$ cat src/rtl/mem_arbiter_if.sv
// Requester-side (fetch, data) and memory-side buses of the two-port memory arbiter.
// The slave modport is the arbiter's view; master is the view of the surrounding requesters and memory.
interface mem_arbiter_if;
  logic        if_read;
  logic [15:0] if_address;
  logic [15:0] if_rdata;
  logic        if_resp;

  logic        d_read;
  logic        d_write;
  logic [15:0] d_address;
  logic [15:0] d_wdata;
  logic [1:0]  d_wmask;
  logic [15:0] d_rdata;
  logic        d_resp;

  logic        pmem_read;
  logic        pmem_write;
  logic [15:0] pmem_address;
  logic [15:0] pmem_wdata;
  logic [1:0]  pmem_wmask;
  logic [15:0] pmem_rdata;
  logic        pmem_resp;

  modport slave (
    input  if_read, if_address,
    output if_rdata, if_resp,
    input  d_read, d_write, d_address, d_wdata, d_wmask,
    output d_rdata, d_resp,
    output pmem_read, pmem_write, pmem_address, pmem_wdata, pmem_wmask,
    input  pmem_rdata, pmem_resp
  );

  modport master (
    output if_read, if_address,
    input  if_rdata, if_resp,
    output d_read, d_write, d_address, d_wdata, d_wmask,
    input  d_rdata, d_resp,
    input  pmem_read, pmem_write, pmem_address, pmem_wdata, pmem_wmask,
    output pmem_rdata, pmem_resp
  );
endinterface

$ cat src/rtl/mem_arbiter.sv
// Fetch/data memory arbiter: strobe one cycle after grant, held until pmem_resp; resp is combinational on pmem_resp.
// Fixed data-over-fetch priority; define MEM_ARBITER_RR_EN for alternating priority on contention.
module mem_arbiter (
  input  logic             clk,
  input  logic             rst,
  mem_arbiter_if.slave     bus,
  output logic             busy
);

  typedef enum logic [1:0] {
    IDLE    = 2'd0,
    GRANT_I = 2'd1,
    GRANT_D = 2'd2
  } state_t;

  state_t      state_q;
  logic        cmd_read_q;
  logic        cmd_write_q;
  logic [15:0] cmd_addr_q;
  logic [15:0] cmd_wdata_q;
  logic [1:0]  cmd_wmask_q;

  logic d_req;
  logic i_req;
  logic pick_d;

  assign d_req = bus.d_read | bus.d_write;
  assign i_req = bus.if_read;

`ifdef MEM_ARBITER_RR_EN
  // last_grant_q: 1 = data side was granted last, 0 = fetch side
  logic last_grant_q;
  assign pick_d = d_req & (~i_req | ~last_grant_q);
`else
  assign pick_d = d_req;
`endif

  always_ff @(posedge clk or posedge rst) begin
    if (rst) begin
      state_q     <= IDLE;
      cmd_read_q  <= 1'b0;
      cmd_write_q <= 1'b0;
      cmd_addr_q  <= '0;
      cmd_wdata_q <= '0;
      cmd_wmask_q <= '0;
`ifdef MEM_ARBITER_RR_EN
      last_grant_q <= 1'b0;
`endif
    end else begin
      case (state_q)
        IDLE: begin
          if (pick_d) begin
            state_q     <= GRANT_D;
            // simultaneous read+write is issued as a write
            cmd_write_q <= bus.d_write;
            cmd_read_q  <= bus.d_read & ~bus.d_write;
            cmd_addr_q  <= bus.d_address;
            cmd_wdata_q <= bus.d_wdata;
            cmd_wmask_q <= bus.d_wmask;
`ifdef MEM_ARBITER_RR_EN
            last_grant_q <= 1'b1;
`endif
          end else if (i_req) begin
            state_q     <= GRANT_I;
            cmd_write_q <= 1'b0;
            cmd_read_q  <= 1'b1;
            cmd_addr_q  <= bus.if_address;
            cmd_wdata_q <= '0;
            cmd_wmask_q <= 2'b11;
`ifdef MEM_ARBITER_RR_EN
            last_grant_q <= 1'b0;
`endif
          end
        end
        GRANT_I, GRANT_D: begin
          if (bus.pmem_resp) begin
            state_q     <= IDLE;
            cmd_read_q  <= 1'b0;
            cmd_write_q <= 1'b0;
            cmd_addr_q  <= '0;
            cmd_wdata_q <= '0;
            cmd_wmask_q <= '0;
          end
        end
        default: begin
          state_q     <= IDLE;
          cmd_read_q  <= 1'b0;
          cmd_write_q <= 1'b0;
          cmd_addr_q  <= '0;
          cmd_wdata_q <= '0;
          cmd_wmask_q <= '0;
        end
      endcase
    end
  end

  assign bus.pmem_read    = cmd_read_q;
  assign bus.pmem_write   = cmd_write_q;
  assign bus.pmem_address = cmd_addr_q;
  assign bus.pmem_wdata   = cmd_wdata_q;
  assign bus.pmem_wmask   = cmd_wmask_q;

  // Responses are steered by the current grant, so pmem_resp in IDLE reaches nobody.
  assign bus.if_resp  = (state_q == GRANT_I) & bus.pmem_resp;
  assign bus.if_rdata = (state_q == GRANT_I) ? bus.pmem_rdata : 16'h0000;
  assign bus.d_resp   = (state_q == GRANT_D) & bus.pmem_resp;
  assign bus.d_rdata  = (state_q == GRANT_D) ? bus.pmem_rdata : 16'h0000;

  assign busy = (state_q != IDLE);

endmodule

$ cat src/flat_wrapper.sv
// flat-port wrapper written by rule: the top's interface ports become plain ports
module mem_arbiter_flat 
  (clk, rst, busy, bus_if_read, bus_if_address, bus_if_rdata, bus_if_resp, bus_d_read, bus_d_write, bus_d_address, bus_d_wdata, bus_d_wmask, bus_d_rdata, bus_d_resp, bus_pmem_read, bus_pmem_write, bus_pmem_address, bus_pmem_wdata, bus_pmem_wmask, bus_pmem_rdata, bus_pmem_resp);
  mem_arbiter_if bus_i ();
  input  logic clk;
  input  logic rst;
  output logic busy;
  input wire logic [$bits(bus_i.if_read)-1:0] bus_if_read;
  input wire logic [$bits(bus_i.if_address)-1:0] bus_if_address;
  output wire logic [$bits(bus_i.if_rdata)-1:0] bus_if_rdata;
  output wire logic [$bits(bus_i.if_resp)-1:0] bus_if_resp;
  input wire logic [$bits(bus_i.d_read)-1:0] bus_d_read;
  input wire logic [$bits(bus_i.d_write)-1:0] bus_d_write;
  input wire logic [$bits(bus_i.d_address)-1:0] bus_d_address;
  input wire logic [$bits(bus_i.d_wdata)-1:0] bus_d_wdata;
  input wire logic [$bits(bus_i.d_wmask)-1:0] bus_d_wmask;
  output wire logic [$bits(bus_i.d_rdata)-1:0] bus_d_rdata;
  output wire logic [$bits(bus_i.d_resp)-1:0] bus_d_resp;
  output wire logic [$bits(bus_i.pmem_read)-1:0] bus_pmem_read;
  output wire logic [$bits(bus_i.pmem_write)-1:0] bus_pmem_write;
  output wire logic [$bits(bus_i.pmem_address)-1:0] bus_pmem_address;
  output wire logic [$bits(bus_i.pmem_wdata)-1:0] bus_pmem_wdata;
  output wire logic [$bits(bus_i.pmem_wmask)-1:0] bus_pmem_wmask;
  input wire logic [$bits(bus_i.pmem_rdata)-1:0] bus_pmem_rdata;
  input wire logic [$bits(bus_i.pmem_resp)-1:0] bus_pmem_resp;
  assign bus_i.if_read = bus_if_read;
  assign bus_i.if_address = bus_if_address;
  assign bus_if_rdata = bus_i.if_rdata;
  assign bus_if_resp = bus_i.if_resp;
  assign bus_i.d_read = bus_d_read;
  assign bus_i.d_write = bus_d_write;
  assign bus_i.d_address = bus_d_address;
  assign bus_i.d_wdata = bus_d_wdata;
  assign bus_i.d_wmask = bus_d_wmask;
  assign bus_d_rdata = bus_i.d_rdata;
  assign bus_d_resp = bus_i.d_resp;
  assign bus_pmem_read = bus_i.pmem_read;
  assign bus_pmem_write = bus_i.pmem_write;
  assign bus_pmem_address = bus_i.pmem_address;
  assign bus_pmem_wdata = bus_i.pmem_wdata;
  assign bus_pmem_wmask = bus_i.pmem_wmask;
  assign bus_i.pmem_rdata = bus_pmem_rdata;
  assign bus_i.pmem_resp = bus_pmem_resp;
  mem_arbiter u_core (.clk(clk), .rst(rst), .bus(bus_i), .busy(busy));
endmodule
$ cat config.mk
export PLATFORM = sky130hd
export DESIGN_NAME = mem_arbiter_flat
export DESIGN_NICKNAME = d
export VERILOG_FILES = /design/src/rtl/mem_arbiter_if.sv /design/src/rtl/mem_arbiter.sv /design/src/flat_wrapper.sv
export SDC_FILE = /design/constraint.sdc
export NUM_CORES = 1
export LEC_CHECK = 0
export CORE_MARGIN = 1
export CORE_UTILIZATION = 32
export DETAILED_ROUTE_END_ITERATION = 10
export GPL_ROUTABILITY_DRIVEN = 0
export MAX_ROUTING_LAYER = met4
export PLACE_DENSITY = 0.79
export SYNTH_ARGS = -nofsm -noshare
export SYNTH_HDL_FRONTEND = slang
export SYNTH_SLANG_ARGS = --single-unit
$ cat constraint.sdc
create_clock -name clk -period 1.8 [get_ports clk]
set_input_delay 0.36 -clock clk [delete_from_list [all_inputs] [get_ports clk]]
set_output_delay 0.36 -clock clk [all_outputs]
set_load 0.005 [all_outputs]
-- Word level (Yosys, flattened, before mapping)
Index checks and enable logic that the tools add are counted.
- logic and storage cells: 42
- output and inout bits: 71
- register bits after elaboration: 38
- reduce and logical (&&, ||, !) cells: 4
- bitwise gates (word level): 5
- mux-type cells: 23
- equal/unequal tests: 4
- operators with widths (kind ; number):
    $mux W16 ; 7
    $pmux W16 S2 ; 2
    $mux W2 ; 5
    $pmux W2 S2 ; 2
    $mux W1 ; 5
    $pmux W1 S2 ; 2
    $and A1 B1 Y1 ; 3
    $ne A3 B2 Y1 const B ; 1
    $eq A2 B1 Y1 const B ; 1
    $eq A2 B2 Y1 const B ; 1
    $logic_not A2 Y1 ; 1
    $ne A2 B2 Y1 const B ; 1
    $reduce_and A2 Y1 ; 1
    $reduce_bool A2 Y1 ; 1
    $reduce_or A2 Y1 ; 1
    $not A1 Y1 ; 1
    $or A1 B1 Y1 ; 1

-- Logic depth before layout (Yosys ltp)
Gate-level depths: netlist of run 1.
- depth in word-level cells: 4
- mapped depth: 7
- depth with buffers taken out: 5

-- Worst setup path after synthesis of run 1
No wires, ideal clock.
- path kind: register to register
- start point: reg u_core.state_q[0]
- end point: reg u_core.cmd_read_q, in the netlist u_core.bus.pmem_read
- setup time: 0.125 ns
- cell stages (with the launch flop): 7
- path buffers: 1
- arrival: 1.653 ns
- clock period less this slack: 1.778 ns
- slack: 0.022 ns
- cell sequence: dfrtp_1 inv_1 ha_1 or3b_1 o21a_1 buf_6 mux2_4
- word-level cells in the longest chain between the ends: 4
- elaborated cells on any way between the ends: 8
- classes of those cells: eq/ne (4); mux (1); reduce/logical (3)
- RTL lines (what ; RTL line ; source):
    from (decl) ; mem_arbiter.sv:16 ; state_t state_q;
    from (signal assigned) ; mem_arbiter.sv:40 ; state_q <= IDLE;
    from (signal assigned) ; mem_arbiter.sv:53 ; state_q <= GRANT_D;
    from (signal assigned) ; mem_arbiter.sv:64 ; state_q <= GRANT_I;
    $eq A2 B2 Y1 or $eq A2 B1 Y1 (tied branches) ; mem_arbiter.sv:50 ; case (state_q)
    $reduce_or A2 Y1 ; mem_arbiter.sv:50 ;
    $ne A2 B2 Y1 (no source line) ; - ;
    $reduce_and A2 Y1 (no source line) ; - ;
    to (signal assigned) ; mem_arbiter.sv:56 ; cmd_read_q <= bus.d_read & ~bus.d_write;
    to (decl) ; mem_arbiter.sv:17 ; logic cmd_read_q;
Several ways; a longest one is shown, not always the timed one.
A chain may end at the register's enable or synchronous reset.

-- Worst setup path after layout of run 1
- start point: reg u_core.state_q[1]
- end point: reg u_core.cmd_addr_q[4], in the netlist u_core.bus.pmem_address[4]
- word-level cells in the longest chain between the ends: 4
- elaborated cells on any way between the ends: 8
- classes of those cells: eq/ne (4); mux (1); reduce/logical (3)
- RTL lines (what ; RTL line ; source):
    $eq A2 B2 Y1 or $eq A2 B1 Y1 (tied branches) ; mem_arbiter.sv:50 ;
    $reduce_or A2 Y1 ; mem_arbiter.sv:50 ;
    $ne A2 B2 Y1 (no source line) ; - ;
    $reduce_and A2 Y1 (no source line) ; - ;
    to (signal assigned) ; mem_arbiter.sv:57 ; cmd_addr_q <= bus.d_address;
    to (signal assigned) ; mem_arbiter.sv:67 ; cmd_addr_q <= bus.if_address;
    to (decl) ; mem_arbiter.sv:19 ; logic [15:0] cmd_addr_q;
Several ways; a longest one is shown, not always the timed one.

==> summary.md, run 1 <==
| Metric | Value |
|---|---|
| Syn Inst Count | 218 |
| Initial drt markers | 81 |
| Clk Latency, worst-skew pair | 290 ps |
| DP Area | 3657 um2 |
| VDD IR-drop max | 0.8758 mV |
| Yosys warns | 0 |
| EDFF count, synth | 0 |
| Slowest stage cell, crit path | or3b_4 |
| DRT Pass-1 Iters | 4 |
| CTS tree | yes |
| DP HPWL | 4.971 mm |
| CTS Buf Count | 5 |
| Maximum number of pins on one net before global-route repair | 39 |
| Die height | 81.86 um |
| Fillers | 516 |
| Netlist cell types | 25 |
| WP data required | 2010 ps |
| Startpoint Class | register |
| Routed Antenna Nets | 0 |
| Final Cell Area | 3811 um2 |
| Synth area leader | dfrtp_1 |
| Worst EP arrival | 2010 ps |
| Vias per inst | 5.049 |
| Status | complete, but fails checks |
| Row count | 28 |
| RR Endpoint | u_core.bus.pmem_address[4]$_DFFE_PP0P_ |
| Final Worst Setup Slack | -3.135 ps |
| Final core utilization | 0.6325 |
| Final setup violating endpoints | 1 |
| Top-area cell type share of the netlist area | 0.4660 |
| Core Area | 6026 um2 |
| Power Density | 1370 nW/um2 |
| Syn Nets | 293 |
| Most used cell along the critical path | buf_6 |
| H-tree Lvls | 2 |
| Reg-to-Reg Start | u_core.state_q[1]$_DFFE_PP0P_ |
| Number of port buffers | 142 |
| First-pass GRT wire length | 10.07 mm |
| GR Util All Layers | 0.2036 |
| Flops & latches, synth | 38 |
| Area growth syn-to-layout | 86.76% |
| Max Cap Viol | 0 |
| Clock transition at path regs | 80 ps |
| Clock Sinks | 38 |
| DR DRC count | 0 |
| Root buf cell | clkbuf_8 |
| Hold Violations, Final | 0 |
| Clock Skew | 8.892 ps |
| Die area | 6700 um2 |
| R2R depth | 8 |
| Vias in the first global route | 2156 |
| Synth Flop Type | dfrtp_1 |
| Fmax | 0.5546 GHz |
| Layout cells sized above 1 | 0.2151 |
| Synth top cells by count | dfrtp_1, and2_1, inv_1, o21ai_1, o21a_1 |
| Fin crit period | 1803 ps |
| Period utilisation layout | 1.002 |
| Multi-input logic area | 1047 um2 |
| Placed insts | 435 |
| Nets | 446 |
| Fin cells | 447 |
| Tightest Hold Check Type | in -> async |
| Worst Setup End Kind | register |
| Asr flop ratio synth | 1.000 |
| Failing checks | setup timing |
| Clock Tree Buf Depth | 2 |
| Dpl ws | -468.8 ps |
| Syn avg cell area | 9.361 um2 |
| Final TNS setup | -3.135 ps |
| Most common cell in the netlist | dfrtp_1 |
| Initial cell density of the core | 0.3387 |
| Unrepaired setup endpoints after global routing | true |
| Top post-synthesis cells by area | dfrtp_1, and2_1, o2bb2ai_1 |
| Final wirelength | 6.758 mm |
| IO Pins | 143 |
| Static leakage | 0.001630 uW |
| Sequential-to-total area share from yosys stat | 0.4660 |
| # diodes | 0 |
| Avg WL per Cell | 15.12 um |
| Initial antenna violation count | 0 |
| Largest fanout on the critical path | 8 |
| CTS Hold Buffers Added | 0 |
| Via count | 2257 |
| CP Cell Sequence | inv_2 -> buf_6 -> ha_4 -> or3b_4 -> buf_6 -> o21ai_4 -> buf_6 -> o2bb2ai_2 |
| R2r setup slk | -3 ps |
| Grt total ovfl | 0 |
| Worst slew pin tran | 725.8 ps |
| Setup CP Type | reg -> reg |
| Cell area after synthesis | 2041 um2 |
| Fin. max-slew vios | 0 |
| Max-slew headroom | 0.5156 |
| Register Area | 950.9 um2 |
| Delay of the slowest critical-path stage | 400 ps |
| Die X | 81.86 um |
-- critical path: cells and delay by family (launching register included) --
kind	cells	cell delay (ps)
buffers and inverters	4	490
adder cells (fa/ha/maj)	1	150
AO/OA/AOI/OAI	2	270
AND/OR/NAND/NOR	1	400
flip-flops	1	390
-- metal layers --
metal  part of all wire  track usage  up-vias
li1                   -            -     1076
met1               0.40       0.2386     1055
met2               0.49       0.3471      119
met3               0.10      0.04889        7
met4              0.011      0.05439        0
met5                  0            -        -
-- report_power, final --
part	leakage, uW	internal (uW)	switching [uW]
Clock	0.0000504	412	319
Combinational	0.00109	1720	1300
Sequential	0.000494	1230	244
Total	0.00163	3360	1870
-- state kept, by name, indices dropped and copies added (netlist names) --
register                 flops
u_core.bus.pmem_address     16
u_core.bus.pmem_read         1
u_core.bus.pmem_wdata       16
u_core.bus.pmem_wmask        2
u_core.bus.pmem_write        1
u_core.state_q               2
-- through the flow --
step           hold WS [ps]  total power [uW]
2_1_floorplan         479.4              2560
3_3_place_gp          469.8              4286
3_5_place_dp          476.3              4343
4_1_cts               484.7              5083
5_1_grt               510.0              5597
6_report              472.9              5221
-- layout by cell type (no fill, tap or decap), types with 4 or more instances in the layout --
master	Yosys	routed
clkbuf_8	0	5
and2_1	34	33
clkdlybuf4s50_1	0	107
a21oi_1	4	4
clkdlybuf4s15_1	0	9
o2bb2ai_2	0	10
nand4_1	16	16
o2bb2ai_1	16	6
buf_6	1	6
o21a_1	17	17
inv_1	22	20
clkbuf_2	0	19
buf_2	3	6
dfrtp_1	38	38
a31oi_1	16	16
buf_4	0	16
o21ai_1	19	16
-- worst max path at each step --
stage | from | endpoint
3_5_place_dp | bus_d_write | u_core.bus.pmem_address[8]$_DFFE_PP0P_
6_report | u_core.state_q[1]$_DFFE_PP0P_ | u_core.bus.pmem_address[4]$_DFFE_PP0P_
4_1_cts | u_core.state_q[1]$_DFFE_PP0P_ | bus_d_rdata[3]
5_1_grt | u_core.state_q[1]$_DFFE_PP0P_ | u_core.bus.pmem_address[4]$_DFFE_PP0P_
2_1_floorplan | u_core.state_q[0]$_DFFE_PP0P_ | u_core.bus.pmem_read$_DFFE_PP0P_
3_3_place_gp | bus_d_write | u_core.bus.pmem_address[0]$_DFFE_PP0P_
-- kinds of logic (layout without fill, tap and decap cells) --
| logic type | after synthesis | count (layout) | synth area share |
|---|---|---|---|
| DFF | 38 | 38 | 0.4660 |
| AOI/OAI and AO/OA | 74 | 74 | 0.2434 |
| and+or+nand+nor | 59 | 59 | 0.1772 |
| buffers and inverters | 42 | 196 | 0.08277 |
| adders and majority gates | 3 | 3 | 0.01840 |
| muxes | 2 | 2 | 0.01226 |
-- area by class of cell --
class / instances / area share
inverters: 22 / 0.02167
multi-input cells: 138 / 0.2748
repair buffers: 166 / 0.3995
clock buffers: 5 / 0.01806
clock inverters: 3 / 0.01182
well taps: 75 / 0.02462
flip-flops and latches: 38 / 0.2495
-- repair_timing --
action                                 in CTS  in global routing
endpoints found under the hold margin       0                  0
resized for setup                          84                 47
buffers inserted                            3                  2
setup endpoints to repair                  53                 67
pin swaps                                   0                  2
No activity file was read; power rests on OpenSTA's default activity.
==> inputs of run 2 (changes only) <==
--- a/config.mk
+++ b/config.mk
@@ -11,6 +11,7 @@
 export GPL_ROUTABILITY_DRIVEN = 0
 export MAX_ROUTING_LAYER = met4
 export PLACE_DENSITY = 0.79
+export SKIP_CTS_REPAIR_TIMING = 1
 export SYNTH_ARGS = -nofsm -noshare
 export SYNTH_HDL_FRONTEND = slang
 export SYNTH_SLANG_ARGS = --single-unit
==> summary.md, run 2 (synthesized netlist as in run 1, its figures left out) <==
| Metric | Value |
|---|---|
| Vias per inst | 5.016 (was 5.049) |
| IO Pins | 143 (unchanged) |
| Core Area | 6026 um2 (unchanged) |
| Grt total ovfl | 0 (unchanged) |
| Initial drt markers | 117 (was 81) |
| Worst EP arrival | 1700 ps (was 2010 ps) |
| Final wirelength | 6.588 mm (was 6.758 mm) |
| Met2 usage | 0.3430 (was 0.3471) |
| Tightest Hold Check Type | in -> async (unchanged) |
| Maximum number of pins on one net before global-route repair | 39 (unchanged) |
| DP Area | 3657 um2 (unchanged) |
| Die area | 6700 um2 (unchanged) |
| Layout cells sized above 1 | 0.09756 (was 0.2151) |
| Clock transition at path regs | 90 ps (was 80 ps) |
| Worst Setup End Kind | primary output (was register) |
| Vias in the first global route | 2116 (was 2156) |
| Initial cell density of the core | 0.3387 (unchanged) |
| Nets | 443 (was 446) |
| R2r setup slk | -20 ps (was -3 ps) |
| First-pass GRT wire length | 9.963 mm (was 10.07 mm) |
| H-tree Lvls | 2 (unchanged) |
| Hold Violations, Final | 0 (unchanged) |
| Setup CP Type | reg -> out (was reg -> reg) |
| Most frequent cells in the layout | clkdlybuf4s50_1, dfrtp_1, and2_1 (unchanged) |
| Fin crit period | 2060 ps (was 1803 ps) |
| Die height | 81.86 um (unchanged) |
| R2R depth | 7 (was 8) |
| Die X | 81.86 um (unchanged) |
| Final setup violating endpoints | 17 (was 1) |
| CTS Buf Count | 5 (unchanged) |
| Worst hold slack | 472.6 ps (was 472.9 ps) |
| Avg WL per Cell | 14.84 um (was 15.12 um) |
| Clock Sinks | 38 (unchanged) |
| Total power | 5036 uW (was 5221 uW) |
| Area growth syn-to-layout | 88.47% (was 86.76%) |
| DR DRC count | 0 (unchanged) |
| Internal power | 3325 uW (was 3356 uW) |
| Most common cell after layout, fill and taps aside | clkdlybuf4s50_1 (unchanged) |
| Static leakage | 0.001934 uW (was 0.001630 uW) |
| Reg-to-Reg Start | u_core.state_q[0]$_DFFE_PP0P_ (was u_core.state_q[1]$_DFFE_PP0P_) |
| Clock Tree Buf Depth | 2 (unchanged) |
| Failing checks | setup timing (unchanged) |
| Number of port buffers | 142 (unchanged) |
| Clk Latency, worst-skew pair | 290 ps (about the same) |
| Clock group share of total power | 0.145 (was 0.140) |
| Switching share of power | 0.3398 (was 0.3572) |
| Unrepaired setup endpoints after global routing | true (unchanged) |
| Via count | 2227 (was 2257) |
| DRT Pass-1 Iters | 4 (unchanged) |
| Final Worst Setup Slack | -260.0 ps (was -3.135 ps) |
| Fmax | 0.4854 GHz (was 0.5546 GHz) |
| GR Util All Layers | 0.2019 (was 0.2036) |
| Max Cap Viol | 0 (unchanged) |
| Final core utilization | 0.6383 (was 0.6325) |
| GR met3 Demand/Resource | 0.04778 (was 0.04889) |
| RR Endpoint | u_core.bus.pmem_address[9]$_DFFE_PP0P_ (was u_core.bus.pmem_address[4]$_DFFE_PP0P_) |
| # diodes | 0 (unchanged) |
| Period utilisation layout | 1.144 (was 1.002) |
| DP HPWL | 4.971 mm (unchanged) |
| Sequential share of power | 0.288 (was 0.282) |
| Startpoint Class | register (unchanged) |
| GRT busiest layer | met2 (unchanged) |
| Comb power frac | 0.567 (was 0.578) |
| Max-slew headroom | 0.5221 (was 0.5156) |
| GR Util met1 | 0.2379 (was 0.2386) |
| Fin. max-slew vios | 0 (unchanged) |
| Initial antenna violation count | 0 (unchanged) |
| Power Density | 1309 nW/um2 (was 1370 nW/um2) |
| Routed Antenna Nets | 0 (unchanged) |
| Net Sw Power | 1711 uW (was 1865 uW) |
| Row count | 28 (unchanged) |
| Final Cell Area | 3846 um2 (was 3811 um2) |
| CTS tree | yes (unchanged) |
| Largest fanout on the critical path | 17 (was 8) |
| VDD IR-drop max | 0.9184 mV (was 0.8758 mV) |
| Clock Skew | 10.94 ps (was 8.892 ps) |
| Worst slew pin tran | 716.2 ps (was 725.8 ps) |
| WP data required | 1440 ps (was 2010 ps) |
| Root buf cell | clkbuf_8 (unchanged) |
| Status | complete, but fails checks (unchanged) |
[run 2: cell types whose count changed in the layout (fill, tap and decap cells not counted), sizes merged]
cell / change
dlymetal6s2s: +24
clkdlybuf4s15: -9
buf: -9
clkdlybuf4s50: +11
dlygate4sd2: -1
clkbuf: -19
[run 2: worst max-delay path: stages, from the launching register on]
cell and delay, ps:
dfrtp_1 410, inv_2 70, ha_2 190, buf_12 130, and2_1 120, clkdlybuf4s50_1 500
[run 2: power groups by stage]
stage,registers [uW],logic [uW],clock network (uW)
after global routing,1490,3130,789
after floorplan,1450,1110,0
after global placement,1450,2840,0
final,1450,2860,731
after detailed placement,1440,2900,0
after CTS,1440,2910,743
[run 2: cell type report]
type | count | area [um2]
clock buffers | 5 | 68.82
clock inverters | 3 | 45.04
fillers | 507 | 2180
inverters | 22 | 82.58
multi-input cells | 138 | 928.4
flip-flops and latches | 38 | 950.9
well taps | 75 | 93.84
repair buffers | 163 | 1677
[run 2: worst max-delay path by stage]
stage | start | to | slack, ps | cells past startpoint
final | u_core.state_q[0]$_DFFE_PP0P_ | bus_d_rdata[4] | -260 | 5
after global routing | u_core.state_q[0]$_DFFE_PP0P_ | bus_d_rdata[12] | -340 | 5
after CTS | u_core.state_q[0]$_DFFE_PP0P_ | bus_d_rdata[0] | -340 | 5
after floorplan | u_core.state_q[0]$_DFFE_PP0P_ | u_core.bus.pmem_read$_DFFE_PP0P_ | 20 | 6
after detailed placement | bus_d_write | u_core.bus.pmem_address[8]$_DFFE_PP0P_ | -470 | 4
after global placement | bus_d_write | u_core.bus.pmem_address[0]$_DFFE_PP0P_ | -280 | 4
[run 2: metrics by stage]
stage	setup WS (ps)	instances	setup TNS, ps
2_1_floorplan	21.59	218	0
3_3_place_gp	-280.2	435	-5944
3_5_place_dp	-468.8	435	-9524
4_1_cts	-336.9	443	-12670
5_1_grt	-340.9	444	-6246
6_report	-260.0	444	-2753
[run 2: layer usage]
metal	up-vias	wire length, um
met4	0	100
li1	1062	-
met5	-	0
met2	111	3114
met3	9	634
met1	1045	2739
